## src/rtl/rapid_pkg.sv

```systemverilog
// Shared types and constants for the RAPID-X fetch front end.
package rapid_pkg;

  localparam int FETCH_XLEN = 32;

  // Canonical no-op (addi x0, x0, 0) shown to decode when nothing is queued.
  localparam logic [31:0] NOP_INSTR = 32'h0000_0013;

  typedef struct packed {
    logic [FETCH_XLEN-1:0] pc;
    logic [FETCH_XLEN-1:0] instr;
  } fetch_entry_s;

  typedef enum logic [1:0] {
    FETCH_IDLE,
    FETCH_WAIT,
    FETCH_DISCARD
  } fetch_state_e;

endpackage

```

## src/rtl/rapid_sync_fifo.sv

```systemverilog
// Generic pointer-based circular FIFO with synchronous clear and level output.
// The head entry is read combinationally so consumers see it with zero latency.
module rapid_sync_fifo #(
  parameter type entry_t = logic [63:0],
  parameter int  DEPTH   = 4
) (
  input  logic                     clk,
  input  logic                     reset,
  input  logic                     clear,
  input  logic                     push,
  input  entry_t                   push_data,
  input  logic                     pop,
  output entry_t                   head_data,
  output logic [$clog2(DEPTH):0]   level
);

  localparam int PW = $clog2(DEPTH);
  localparam int LW = PW + 1;

  logic [PW-1:0] rd_ptr_q, rd_ptr_d;
  logic [PW-1:0] wr_ptr_q, wr_ptr_d;
  logic [LW-1:0] level_q, level_d;
  logic          do_push, do_pop;
  entry_t        mem_q [DEPTH];

  // Next pointers and level; clear wins over push and pop.
  always_comb begin
    do_pop   = pop && (level_q != '0);
    do_push  = push && ((level_q != LW'(DEPTH)) || do_pop);
    rd_ptr_d = rd_ptr_q;
    wr_ptr_d = wr_ptr_q;
    level_d  = level_q;
    if (clear) begin
      rd_ptr_d = '0;
      wr_ptr_d = '0;
      level_d  = '0;
    end else begin
      if (do_pop) begin
        rd_ptr_d = rd_ptr_q + PW'(1);
      end
      if (do_push) begin
        wr_ptr_d = wr_ptr_q + PW'(1);
      end
      level_d = level_q + LW'(do_push) - LW'(do_pop);
    end
  end

  // Pointer and level registers.
  always_ff @(posedge clk) begin
    if (reset) begin
      rd_ptr_q <= '0;
      wr_ptr_q <= '0;
      level_q  <= '0;
    end else begin
      rd_ptr_q <= rd_ptr_d;
      wr_ptr_q <= wr_ptr_d;
      level_q  <= level_d;
    end
  end

  // Entry storage needs no reset: the level tells consumers what is valid.
  always_ff @(posedge clk) begin
    if (do_push && !clear) begin
      mem_q[wr_ptr_q] <= push_data;
    end
  end

  assign head_data = mem_q[rd_ptr_q];
  assign level     = level_q;

endmodule

```

## src/rtl/rapid_fetch_queue.sv

```systemverilog
// Instruction-fetch front end: PC generator, single-outstanding memory
// handshake and a prefetch queue feeding decode, with redirect flushing.
module rapid_fetch_queue
  import rapid_pkg::*;
#(
  parameter int              XLEN     = 32,
  parameter int              DEPTH    = 4,
  parameter logic [XLEN-1:0] RESET_PC = '0
) (
  input  logic                   clk,
  input  logic                   reset,
  input  logic                   i_pc_load,
  input  logic [XLEN-1:0]        i_ext_pc,
  output logic                   o_imem_req,
  output logic [XLEN-1:0]        o_imem_addr,
  input  logic                   i_imem_ready,
  input  logic                   i_imem_valid,
  input  logic [XLEN-1:0]        i_imem_data,
  output logic                   o_valid,
  output logic [XLEN-1:0]        o_pc,
  output logic [XLEN-1:0]        o_instruction,
  input  logic                   i_ready,
  output logic [$clog2(DEPTH):0] o_level
);

  localparam int LW = $clog2(DEPTH) + 1;

  // Same layout as fetch_entry_s, but sized by this instance's XLEN.
  typedef struct packed {
    logic [XLEN-1:0] pc;
    logic [XLEN-1:0] instr;
  } entry_t;

  fetch_state_e    state_q, state_d;
  logic [XLEN-1:0] fetch_pc_q, fetch_pc_d;
  logic [XLEN-1:0] resp_pc_q, resp_pc_d;
  logic            fifo_clear, fifo_push, fifo_pop;
  logic            outstanding, slot_free, req;
  logic [LW-1:0]   level;
  entry_t          head, push_entry;

  // A request reserves its queue slot up front, so a response can never overflow.
  assign outstanding = (state_q != FETCH_IDLE);
  assign slot_free   = ({1'b0, level} + {{LW{1'b0}}, outstanding}) < (LW+1)'(DEPTH);
  assign req         = (state_q == FETCH_IDLE) && slot_free && !i_pc_load && !reset;
  assign push_entry  = '{pc: resp_pc_q, instr: i_imem_data};

  // FSM next state, PC bookkeeping and queue control; a redirect overrides everything.
  always_comb begin
    state_d    = state_q;
    fetch_pc_d = fetch_pc_q;
    resp_pc_d  = resp_pc_q;
    fifo_clear = 1'b0;
    fifo_push  = 1'b0;
    fifo_pop   = 1'b0;
    if (i_pc_load) begin
      fifo_clear = 1'b1;
      fetch_pc_d = i_ext_pc & ~XLEN'(3);
      if (state_q != FETCH_IDLE) begin
        state_d = i_imem_valid ? FETCH_IDLE : FETCH_DISCARD;
      end
    end else begin
      fifo_pop = o_valid && i_ready;
      case (state_q)
        FETCH_IDLE: begin
          if (req && i_imem_ready) begin
            resp_pc_d  = fetch_pc_q;
            fetch_pc_d = fetch_pc_q + XLEN'(4);
            state_d    = FETCH_WAIT;
          end
        end
        FETCH_WAIT: begin
          if (i_imem_valid) begin
            fifo_push = 1'b1;
            state_d   = FETCH_IDLE;
          end
        end
        FETCH_DISCARD: begin
          if (i_imem_valid) begin
            state_d = FETCH_IDLE;
          end
        end
        default: state_d = FETCH_IDLE;
      endcase
    end
  end

  // Fetch FSM and PC registers.
  always_ff @(posedge clk) begin
    if (reset) begin
      state_q    <= FETCH_IDLE;
      fetch_pc_q <= RESET_PC;
      resp_pc_q  <= RESET_PC;
    end else begin
      state_q    <= state_d;
      fetch_pc_q <= fetch_pc_d;
      resp_pc_q  <= resp_pc_d;
    end
  end

  rapid_sync_fifo #(
    .entry_t (entry_t),
    .DEPTH   (DEPTH)
  ) u_queue (
    .clk       (clk),
    .reset     (reset),
    .clear     (fifo_clear),
    .push      (fifo_push),
    .push_data (push_entry),
    .pop       (fifo_pop),
    .head_data (head),
    .level     (level)
  );

  assign o_imem_req    = req;
  assign o_imem_addr   = fetch_pc_q;
  assign o_valid       = (level != '0);
  assign o_pc          = o_valid ? head.pc : RESET_PC;
  assign o_instruction = o_valid ? head.instr : XLEN'(NOP_INSTR);
  assign o_level       = level;

endmodule

```

## config.mk

```make
export PLATFORM = sky130hd
export DESIGN_NAME = rapid_fetch_queue
export DESIGN_NICKNAME = d
export VERILOG_FILES = /design/src/rtl/rapid_pkg.sv /design/src/rtl/rapid_sync_fifo.sv /design/src/rtl/rapid_fetch_queue.sv
export SDC_FILE = /design/constraint.sdc
export NUM_CORES = 1
export LEC_CHECK = 0
export ABC_AREA = 1
export ABC_CLOCK_PERIOD_IN_PS = 8410
export CAP_MARGIN = 20
export CORE_ASPECT_RATIO = 1.1
export CORE_UTILIZATION = 55
export CTS_CLUSTER_SIZE = 8
export DETAILED_ROUTE_END_ITERATION = 8
export PLACE_DENSITY = 0.85
export SETUP_SLACK_MARGIN = 0.15
export SLEW_MARGIN = 20
export SYNTH_ARGS = -nofsm -noshare
export SYNTH_HDL_FRONTEND = slang
export SYNTH_SLANG_ARGS = --single-unit
```

## constraint.sdc

```tcl
create_clock -name clk -period 8.41 [get_ports clk]
set_input_delay 2.1025 -clock clk [delete_from_list [all_inputs] [get_ports clk]]
set_output_delay 2.1025 -clock clk [all_outputs]
set_load 0.02 [all_outputs]
```

==> results by stage <==
Floorplanning:
- The starting density of the core is between 50 and 60%.
- From left edge to right edge, the die measures 151 um.
- During I/O placement, the number of pins put on the boundary was 171.
- The region available for standard cell placement spans between 20000 and 25000 um2.
- The floorplan has 59 rows.
- The floorplan step defined a die boundary enclosing 24900 um2.
- The height of the die is 165 um.

Timing:
- The final critical path takes up between 70 and 80% of the cycle.
- The worst pin sits at a relative slew slack of 32.4%.
- Setup violations remaining at the end of the flow were counted as 0.
- Setup repair after global routing left no endpoint under its margin.
- After routing, the total negative slack on setup checks comes to 0 ns.
- The worst hold slack after final layout is between 0.4 and 0.5 ns.
- At the pin with the least slew margin, the transition time is 1.01 ns.
- The number of max-slew violations in the final report is 0.
- The clock skew after layout is 0.0191 ns.
- The achievable frequency is about 150 MHz.
- The total count of hold-check failures in the final report is 0.
- The worst path needs ~6.5 ns of the cycle, external delays included.

CTS:
- Clock-pin slew was measured on the worst setup and hold paths at 0.05 ns.
- In this run the number of H-tree levels came out at 2.
- Counting every sink on the clock net gives 319.
- The post-CTS setup buffer count is 0.
- The clock latency reported for the late side of the worst-skew pair is 0.52 ns.
- The hold-fix buffer count after cts is 0.
- The total of cells resized after clock tree synthesis is 0.
- No sink is reached through more buffers than the 3 on the longest clock path.
- The master cell of the clock root buffer is clkbuf_16.
- TritonCTS built the clock tree.
- The number of buffers inserted during clock tree synthesis is 45.

Critical path:
- The worst setup path is captured at an output port.
- The worst setup path is launched from an input port.
- The arrival time at the worst endpoint is between 4 and 5 ns.
- The kind of critical path is in -> out.
- Along the worst path, the maximum fanout reaches 22.
- The endpoint required time on the critical path is 6.31 ns.

Global route:
- The final global-route overflow total is 0.
- The first-pass GRT wire length is 47300 um.
- The number of global-route vias before repair is 9497.
- The number of antenna violations at the first check in global routing is 0.
- The largest net degree at the start of global routing is 93.
- Global routing consumed, over all layers together, between 20% and 30% of the routing resources.

Routing:
- After the first detailed-routing iteration, the DRC count stood at 710.
- For this block, the via count after detailed routing is 9880.
- In the final routed layout, each cell accounts on average for 17.5 um.
- After detailed routing, the total wire length is 31100 um.
- The ratio of routed vias to standard cells is 5.57.
- The number of remaining DRC errors is 0.
- The count of nets left with antenna violations once routing finished came out at 0.
- The first detailed-routing pass ran for 5 iterations.

Yosys:
- Yosys mapped a number of flops with a built-in enable equal to 248.
- The most used flip-flop cell after synthesis is edfxtp_1.
- The number of distinct library cells after synthesis is 40.
- After synthesis, the largest family of logic cells by area is simple AND/OR/NAND/NOR gates.
- The xor/xnor share of the synthesized area is 0.328%.
- The gate count of the mapped netlist is between 1000 and 1500.
- For this run, asynchronously set or reset flops after synthesis account for 0%.
- The mean area per synthesized cell is 10.3 um2.
- After Yosys synthesis, full adders, half adders and majority gates account for 1.09% of the synthesized area.
- The count of state elements after synthesis is 319.
- The portion of netlist area occupied by mux cells is 0%.
- The share of the synthesized area in compound gates (AO/OA/AOI/OAI) is 11.0%.
- The Yosys step of the flow raised 0 warnings.
- The share of the yosys chip area belonging to registers is 66.4%.
- The area of the mapped netlist is 13400 um2.
- The synthesized netlist devotes 16.6% of its cell area to simple gates.

Layout:
- After the last flow step, the layout net total stands at approximately 1500.
- From synthesis to final layout, the design area changed by 22.6%.
- The fill cell total of the finished layout is around 1700.
- The number of antenna cells inserted is 0.
- For this run, the number of standard cells in the final layout without fillers is about 1800.
- The share of layout cells above drive strength 1 is 6.60%.

Place:
- The congestion estimate from routability-driven global placement came to a little over 0.9.
- The total of buffers placed on input and output ports is approximately 160.
- The detailed placement HPWL is 18100 um.
- Counting tap cells, the placed design contains a total of 1713 instances.

Pwr:
- The maximum VDD drop is 0.000160 V.
- Summed over all cells, the static leakage comes to between 5 and 6 nW.
- Power spread over the standard cell area amounts to 211 nW/um2.

Run status:
- The run finished with clean final reports.

Run:
- Max-cap violations in this run came to 0.

Worst hold path:
- The path category of the worst min-delay check is reg -> reg.
[cell families (layout without fill, tap and decap cells)]
| group | count (synthesis) | in the layout |
|---|---|---|
| buf+inv | 144 | 309 |
| simple gates | 544 | 544 |
| flops | 319 | 319 |
| compound gates | 278 | 278 |
| fa+ha+maj | 11 | 11 |
| other cells | 1 | 4 |
| xor+xnor | 5 | 5 |
[where the power goes]
group,leakage (nW),switching (mW),internal [mW]
sequential,2.73,0.0274,1.72
clock,0.573,0.594,0.958
combinational,2.33,0.0867,0.0700
[through the flow]
step / instance area (um2) / power, mW / utilization [%] / setup slack [ns]
after floorplan: 13400 / 1.84 / - / 2.78
after global placement: 15200 / 1.92 / 63.8 / 1.94
after detailed placement: 15200 / 1.93 / 63.8 / 1.92
after CTS: 16400 / 3.47 / 68.8 / 1.88
after global routing: 16400 / 3.55 / 68.9 / 1.84
final: 16400 / 3.45 / 68.9 / 1.93
[worst max-delay path: stages]
cell	delay, ns
clkdlybuf4s50_1	0.93
nor2_4	0.39
inv_1	0.14
nor3_1	0.17
clkdlybuf4s50_1	0.63
[placed cells by master, fill, tap and decap left out, types with 2 or more instances in the layout]
cell	instances
a211oi_1	7
a21oi_1	106
a31oi_1	2
buf_4	10
clkbuf_1	16
clkbuf_16	45
clkdlybuf4s50_1	164
conb_1	4
dfxtp_1	69
edfxtp_1	248
ha_1	10
inv_1	62
inv_2	10
nand2_1	156
nand2_2	6
nand3_1	29
nand3_2	3
nand4_1	2
nor2_1	318
nor2_2	8
nor2_4	10
nor3_1	6
nor4_1	2
o211ai_1	3
o21ai_0	144
o21ai_1	4
o221ai_1	6
o311ai_1	2
xor2_1	5
[layout make-up]
type	count	area [um2]	share of cell area [%]
clock buffers	61	1190	7.24
repair buffers	175	1740	10.6
well taps	305	382	2.33
flip-flops and latches	319	8870	54.2
multi-input cells	842	3920	23.9
inverters	73	274	1.67
[flip-flops by register name, indices dropped and copies added (netlist names), named ones only]
signal and cells:
u_queue.mem_q 248, state_q 2, u_queue.wr_ptr_q 2, u_queue.level 3, u_queue.rd_ptr_q 2, o_imem_addr 30
resp_pc_q 30
[cell usage after synthesis, types with 10 or more instances]
library cell	count	area [um2]
inv_1	62	233
dfxtp_1	71	1420
nand2_1	156	586
clkbuf_1	37	139
buf_2	24	120
nor2_1	322	1210
o21ai_0	144	721
ha_1	10	125
nand3_1	29	145
edfxtp_1	248	7450
a21oi_1	106	531
inv_2	10	37.5
[per-layer routing]
layer / wire length (um) / vias to the layer above / part of all wire (%) / track usage, %
met3: 2700 / 59 / 8.7 / 4.51
met4: 793 / 0 / 2.5 / 9.36
met5: 0 / - / 0 / 0
met2: 15400 / 478 / 50 / 45.0
met1: 12200 / 4609 / 39 / 30.0
li1: - / 4734 / - / -
[worst paths after layout]
path                                             startpoint                        endpoint  slack (ns)  depth (start not counted)
worst min register to register      state_q[1]$_SDFFE_PP0P_         state_q[1]$_SDFFE_PP0P_        0.48                          2
worst max register to register  u_queue.level[1]$_SDFF_PP0_  u_queue.mem_q[1][42]$_DFFE_PP_        5.23                          7
worst min-delay path                state_q[1]$_SDFFE_PP0P_         state_q[1]$_SDFFE_PP0P_        0.48                          2
worst max-delay path                              i_pc_load                      o_imem_req        1.93                          5
Note: power is estimated with default switching activity, not from simulation.
